[config.mk]
export PLATFORM = sky130hd
export DESIGN_NAME = mem_access_unit
export DESIGN_NICKNAME = d
export VERILOG_FILES = /design/src/rtl/mem_access_pkg.sv /design/src/rtl/mem_access_unit.sv
export SDC_FILE = /design/constraint.sdc
export NUM_CORES = 1
export LEC_CHECK = 0
export ABC_AREA = 1
export CAP_MARGIN = 20
export CORE_MARGIN = 5
export CORE_UTILIZATION = 35
export CTS_BUF_LIST = sky130_fd_sc_hd__clkbuf_8 sky130_fd_sc_hd__clkbuf_16
export DETAILED_ROUTE_END_ITERATION = 6
export GPL_ROUTABILITY_DRIVEN = 0
export PLACE_DENSITY = 0.67
export SKIP_CTS_REPAIR_TIMING = 1
export SLEW_MARGIN = 20
export SYNTH_ARGS = -nofsm -noshare
export SYNTH_HDL_FRONTEND = slang
export SYNTH_SLANG_ARGS = --single-unit
[constraint.sdc]
create_clock -name clk -period 1.99 [get_ports clk]
set_input_delay 0.2985 -clock clk [delete_from_list [all_inputs] [get_ports clk]]
set_output_delay 0.2985 -clock clk [all_outputs]
set_load 0.05 [all_outputs]
[src/rtl/mem_access_pkg.sv]
// Shared types and constants for the CPU-side memory access sequencer.
package mem_access_pkg;

    typedef enum logic [1:0] {
        IDLE = 2'd0,
        BEAT = 2'd1,
        RESP = 2'd2
    } state_t;

    localparam int unsigned WORD_BEATS = 4;

endpackage

[src/rtl/mem_access_unit.sv]
// Sequences CPU load/store requests into one or more memory beats and returns
// a single-cycle completion pulse with the assembled (sign/zero-extended) load data.
module mem_access_unit #(
    parameter int SPLIT_WORDS = 1,
    parameter int ADDR_W      = 18
) (
    input  logic              clk,
    input  logic              rst_n,
    input  logic              req_valid,
    output logic              req_ready,
    input  logic              req_write,
    input  logic              req_byte,
    input  logic              req_signed,
    input  logic [ADDR_W-1:0] req_addr,
    input  logic [31:0]       req_wdata,
    output logic              resp_valid,
    output logic [31:0]       resp_rdata,
    output logic              mem_byteOperations,
    output logic [ADDR_W-1:0] mem_address,
    output logic [31:0]       mem_write_data,
    output logic              mem_memRead,
    output logic              mem_memWrite,
    input  logic [31:0]       mem_read_data
);
    import mem_access_pkg::*;

    state_t            state_q, state_d;
    logic [1:0]        cnt_q, cnt_d;
    logic              write_q, write_d;
    logic              byte_q, byte_d;
    logic              signed_q, signed_d;
    logic [ADDR_W-1:0] addr_q, addr_d;
    logic [31:0]       wdata_q, wdata_d;
    logic [31:0]       result_q, result_d;

    logic              split;
    logic              last_beat;
    logic [4:0]        lane;

    assign split     = !byte_q && (SPLIT_WORDS != 0);
    assign last_beat = !split || (cnt_q == 2'(WORD_BEATS - 1));
    assign lane      = {cnt_q, 3'b000};

    always_comb begin
        state_d  = state_q;
        cnt_d    = cnt_q;
        write_d  = write_q;
        byte_d   = byte_q;
        signed_d = signed_q;
        addr_d   = addr_q;
        wdata_d  = wdata_q;
        result_d = result_q;
        case (state_q)
            IDLE: begin
                if (req_valid) begin
                    state_d  = BEAT;
                    cnt_d    = '0;
                    write_d  = req_write;
                    byte_d   = req_byte;
                    signed_d = req_signed;
                    addr_d   = req_addr;
                    wdata_d  = req_wdata;
                    result_d = '0;
                end
            end
            BEAT: begin
                if (!write_q) begin
                    if (byte_q) begin
                        result_d = signed_q ? {{24{mem_read_data[7]}}, mem_read_data[7:0]}
                                            : {24'h0, mem_read_data[7:0]};
                    end else if (split) begin
                        result_d[lane +: 8] = mem_read_data[7:0];
                    end else begin
                        result_d = mem_read_data;
                    end
                end
                if (last_beat) begin
                    state_d = RESP;
                end else begin
                    cnt_d = cnt_q + 2'd1;
                end
            end
            RESP: begin
                state_d = IDLE;
                cnt_d   = '0;
            end
            default: state_d = IDLE;
        endcase
    end

    always_ff @(posedge clk or negedge rst_n) begin
        if (!rst_n) begin
            state_q  <= IDLE;
            cnt_q    <= '0;
            write_q  <= 1'b0;
            byte_q   <= 1'b0;
            signed_q <= 1'b0;
            addr_q   <= '0;
            wdata_q  <= '0;
            result_q <= '0;
        end else begin
            state_q  <= state_d;
            cnt_q    <= cnt_d;
            write_q  <= write_d;
            byte_q   <= byte_d;
            signed_q <= signed_d;
            addr_q   <= addr_d;
            wdata_q  <= wdata_d;
            result_q <= result_d;
        end
    end

    // Memory-side outputs decode straight from state so an async reset drops the strobes at once.
    always_comb begin
        req_ready          = (state_q == IDLE);
        resp_valid         = (state_q == RESP);
        resp_rdata         = '0;
        mem_byteOperations = 1'b0;
        mem_address        = '0;
        mem_write_data     = '0;
        mem_memRead        = 1'b0;
        mem_memWrite       = 1'b0;
        if (state_q == RESP && !write_q) begin
            resp_rdata = result_q;
        end
        if (state_q == BEAT) begin
            mem_byteOperations = byte_q || split;
            mem_address        = addr_q + ADDR_W'(cnt_q);
            mem_memRead        = !write_q;
            mem_memWrite       = write_q;
            if (byte_q) begin
                mem_write_data = {24'h0, wdata_q[7:0]};
            end else if (split) begin
                mem_write_data = {24'h0, wdata_q[lane +: 8]};
            end else begin
                mem_write_data = wdata_q;
            end
        end
    end

endmodule
==> results.py <==
metrics = {
    "final_layout": {
        "final_cells": 1019,
        "layout-drive-gt1-share_pct": 28.4,
        "nNetsFinal": 930,
        "postLayoutCoreUtil_pct": 58.0,
        "stdcell_area_um2": 8080,
        "area_delta_synth_final_pct": 61.4,
        "final.fill_count": 1242,
        "antenna_cells_inserted": 0,
    },
    "place": {
        "dp_hpwl_um": 10300,
        "placedCellCount": 989,
        "placement.cell_area_um2": 7440,
        "buffer_ports.inserted": 126,
        "preCtsSetupSlack_ps": -48.3,
    },
    "sta": {
        "drv_slew": 0,
        "fin_crit_ps": 2260,
        "final.setup_skew_ps": 6.41,
        "grt_setup_unrepaired": "true",
        "timing.final.setup_violations": 25,
        "total_negative_slack_for_setup_checks_ps": -3840,
        "maxClockFrequency_mhz": 443,
        "timing.final.hold_violations": 0,
        "finalCritPeriodShare_pct": 113,
        "finalWorstSetupSlack_ps": -265,
    },
    "logic_synthesis": {
        "syn_inst": 688,
        "synth_async_sr_flop_share_pct": 100,
        "ys_seq_area_share_pct": 44.5,
        "yosysUniqueCellTypes": 27,
        "synth_flop_cell": "sky130_fd_sc_hd__dfrtp_1",
        "synth_area_per_cell_um2": 7.28,
        "postSynthRegisterBits": 89,
        "synth.cell_area_um2": 5010,
        "netlist.top_cell.by_area": "sky130_fd_sc_hd__dfrtp_1",
        "synth.yosys.warnings": 0,
        "synth_top_area_share_pct": 44.5,
        "synth_edf_count": 0,
        "synth.area.top_cells": "sky130_fd_sc_hd__dfrtp_1, sky130_fd_sc_hd__nand2_1, sky130_fd_sc_hd__nor2_1",
    },
    "critical_path": {
        "peak_per_stage_delay_on_the_critical_path_ps": 410,
        "crit-reg2reg-capture": "result_q[22]",
        "worst-r2r-setup-slack_ps": 110,
        "timing.critical_path.max_delay_family": "adder cells",
        "critPathMaxFanout": 2,
        "critical_path_required_ps": 1690,
        "timing.critical_path.from_type": "flip-flop",
        "ff2ff_path_depth": 8,
        "timing.critical_path.cells": "ha_4 > fa_2 > nand2_2 > buf_4 > nor2_1 > xor2_1 > nor2_2 > buf_12",
        "crit_path_arrival_time_ps": 1960,
        "capturing_element_type_of_the_critical_path": "output port",
        "critPathSlowestCell": "sky130_fd_sc_hd__dfrtp_1",
        "r2r-start": "cnt_q[1]",
        "critical_path_class": "flip-flop to output port",
        "timing.critical_path.buf_inv": 2,
    },
    "floorplan": {
        "floorplan.core_area_um2": 13900,
        "die_h_um": 130,
        "die_area_um2": 16800,
        "floorplan.die.width_um": 130,
        "core.rowCount": 43,
        "initial_cell_density_of_the_core_pct": 35.9,
        "boundaryPins": 175,
    },
    "grt": {
        "grt_max_degree": 50,
        "grt_pass1_wl_um": 21400,
        "grt_antenna_before_repair": 1,
        "track_usage_pct": 16.0,
        "number_of_global_route_vias_before_repair": 4323,
        "grt-ovfl-total": 0,
    },
    "clock_network": {
        "clock-root-buffer": "sky130_fd_sc_hd__clkbuf_16",
        "path_clk_slew_ps": 60,
        "cts_num_sinks": 89,
        "cts.htree.levels": 3,
        "tritoncts.num_buffers": 9,
        "cts_tree": "done",
        "clock_insertion_delay_worst_skew_ps": 340,
        "cts_buffer_depth": 2,
    },
    "routing": {
        "dr_total_vias": 4702,
        "viasPerCell": 4.61,
        "avgRoutedWirePerCell_um": 13.6,
        "drt.antenna.violating_nets": 0,
        "drt_iter0_drc": 234,
        "post-route-drc-count": 0,
        "totalWireLength_um": 13800,
        "detailedRoute.firstPassIterationCount": 4,
    },
    "hold_path": {
        "hold-path-cell-count": 2,
        "holdPathEnd": "wdata_q[0]",
        "hold_start": "wdata_q[0]",
        "hold_path.class": "flip-flop to flip-flop",
    },
    "power": {
        "power.leakage_nw": 3.47,
        "power-per-cell-area_nw_per_um2": 1530,
        "vdd_drop_max_uv": 1130,
    },
    "run_status": {
        "failed_checks": "setup timing",
        "run_status": "finished with violations",
    },
    "flow_run": {
        "maxCapViolations": 0,
    },
}
[worst register-to-register path, delay by kind of cell, from the launching register on]
kind | cells | cell delay (ps)
simple gates | 2 | 320
buf+inv | 3 | 400
compound gates | 2 | 340
flops | 1 | 430
fa+ha+maj | 1 | 310
[routing by layer]
layer | wire, um | share of wire [%] | GRT usage [%] | vias up
met5 | 11 | 0.080 | 0 | -
met2 | 6720 | 49 | 25.6 | 106
met1 | 6070 | 44 | 21.2 | 2160
met3 | 808 | 5.8 | 3.75 | 18
li1 | - | - | - | 2416
met4 | 213 | 1.5 | 5.93 | 2
[registers in the layout (all words and copies together) (netlist names)]
signal	cells
cnt_q	2
signed_q	1
addr_q	18
state_q	2
result_q	32
write_q	1
wdata_q	32
byte_q	1
[logic make-up (layout without fill, tap and decap cells)]
kind of cell,Yosys count,in the layout,share of synthesized area [%]
xor+xnor,1,1,0.175
fa+ha+maj,8,8,2.15
other cells,1,24,0.0749
buf+inv,114,241,11.1
simple gates,373,373,30.7
compound gates,102,103,11.3
flops,89,89,44.5
[Yosys cell counts, types with 8 or more instances]
master / instances
sky130_fd_sc_hd__dfrtp_1: 89
sky130_fd_sc_hd__nor2_1: 79
sky130_fd_sc_hd__o21ai_2: 9
sky130_fd_sc_hd__buf_4: 27
sky130_fd_sc_hd__o21ai_0: 59
sky130_fd_sc_hd__nand3_1: 41
sky130_fd_sc_hd__a21oi_1: 24
sky130_fd_sc_hd__buf_2: 9
sky130_fd_sc_hd__o31ai_1: 8
sky130_fd_sc_hd__nand2_1: 232
sky130_fd_sc_hd__clkbuf_1: 15
sky130_fd_sc_hd__inv_1: 56
[where the power goes]
group,internal (W),leakage [nW],total (W),switching [W]
Combinational,0.00282,2.17,0.00747,0.00464
Clock,0.00107,0.161,0.00174,0.000677
Sequential,0.00259,1.14,0.00316,0.000565
Total,0.00648,3.47,0.0124,0.00588
[cells in the final DEF (no fill, tap or decap), drive strengths merged]
master and n:
a21oi 24, a31oi 1, buf 100, bufinv 1, clkbuf 12, clkdlybuf4s50 62, clkinv 1, clkinvlp 2
conb 24, dfrtp 89, dlygate4sd3 1, fa 1, ha 7, inv 62, nand2 237, nand3 43
nand4 3, nor2 89, nor3 1, o21ai 69, o21bai 1, o31ai 8, xor2 1
[worst max-delay path by stage]
stage	slack [ps]	start	endpoint	cells after the start
6_report	-270	cnt_q[0]	mem_address[4]	8
5_1_grt	-350	cnt_q[0]	mem_address[14]	10
4_1_cts	-420	cnt_q[0]	mem_address[8]	9
3_5_place_dp	-50	cnt_q[0]	mem_address[8]	9
3_3_place_gp	-5	cnt_q[0]	mem_address[8]	9
2_1_floorplan	-180	cnt_q[1]	mem_address[3]	6
[layout make-up]
type                       count  area (um^2)  share of cell area (%)
multi-input combinational    509         2860                    35.4
timing repair inverter         1         7.51                  0.0929
tap                          180          225                    2.79
clock inverter                 4         42.5                   0.526
clock buffer                  12          267                    3.30
timing repair buffer         163         2210                    27.3
inverter                      61          235                    2.91
sequential                    89         2230                    27.6
[metrics by stage]
step | hold slack, ps | power [W]
floorplan | 2.91 | 0.00762
global placement | 295 | 0.0101
detailed placement | 301 | 0.0102
CTS | -63.2 | 0.0120
global route | 493 | 0.0132
finish | 475 | 0.0124
No activity file was read; power rests on OpenSTA's default activity.
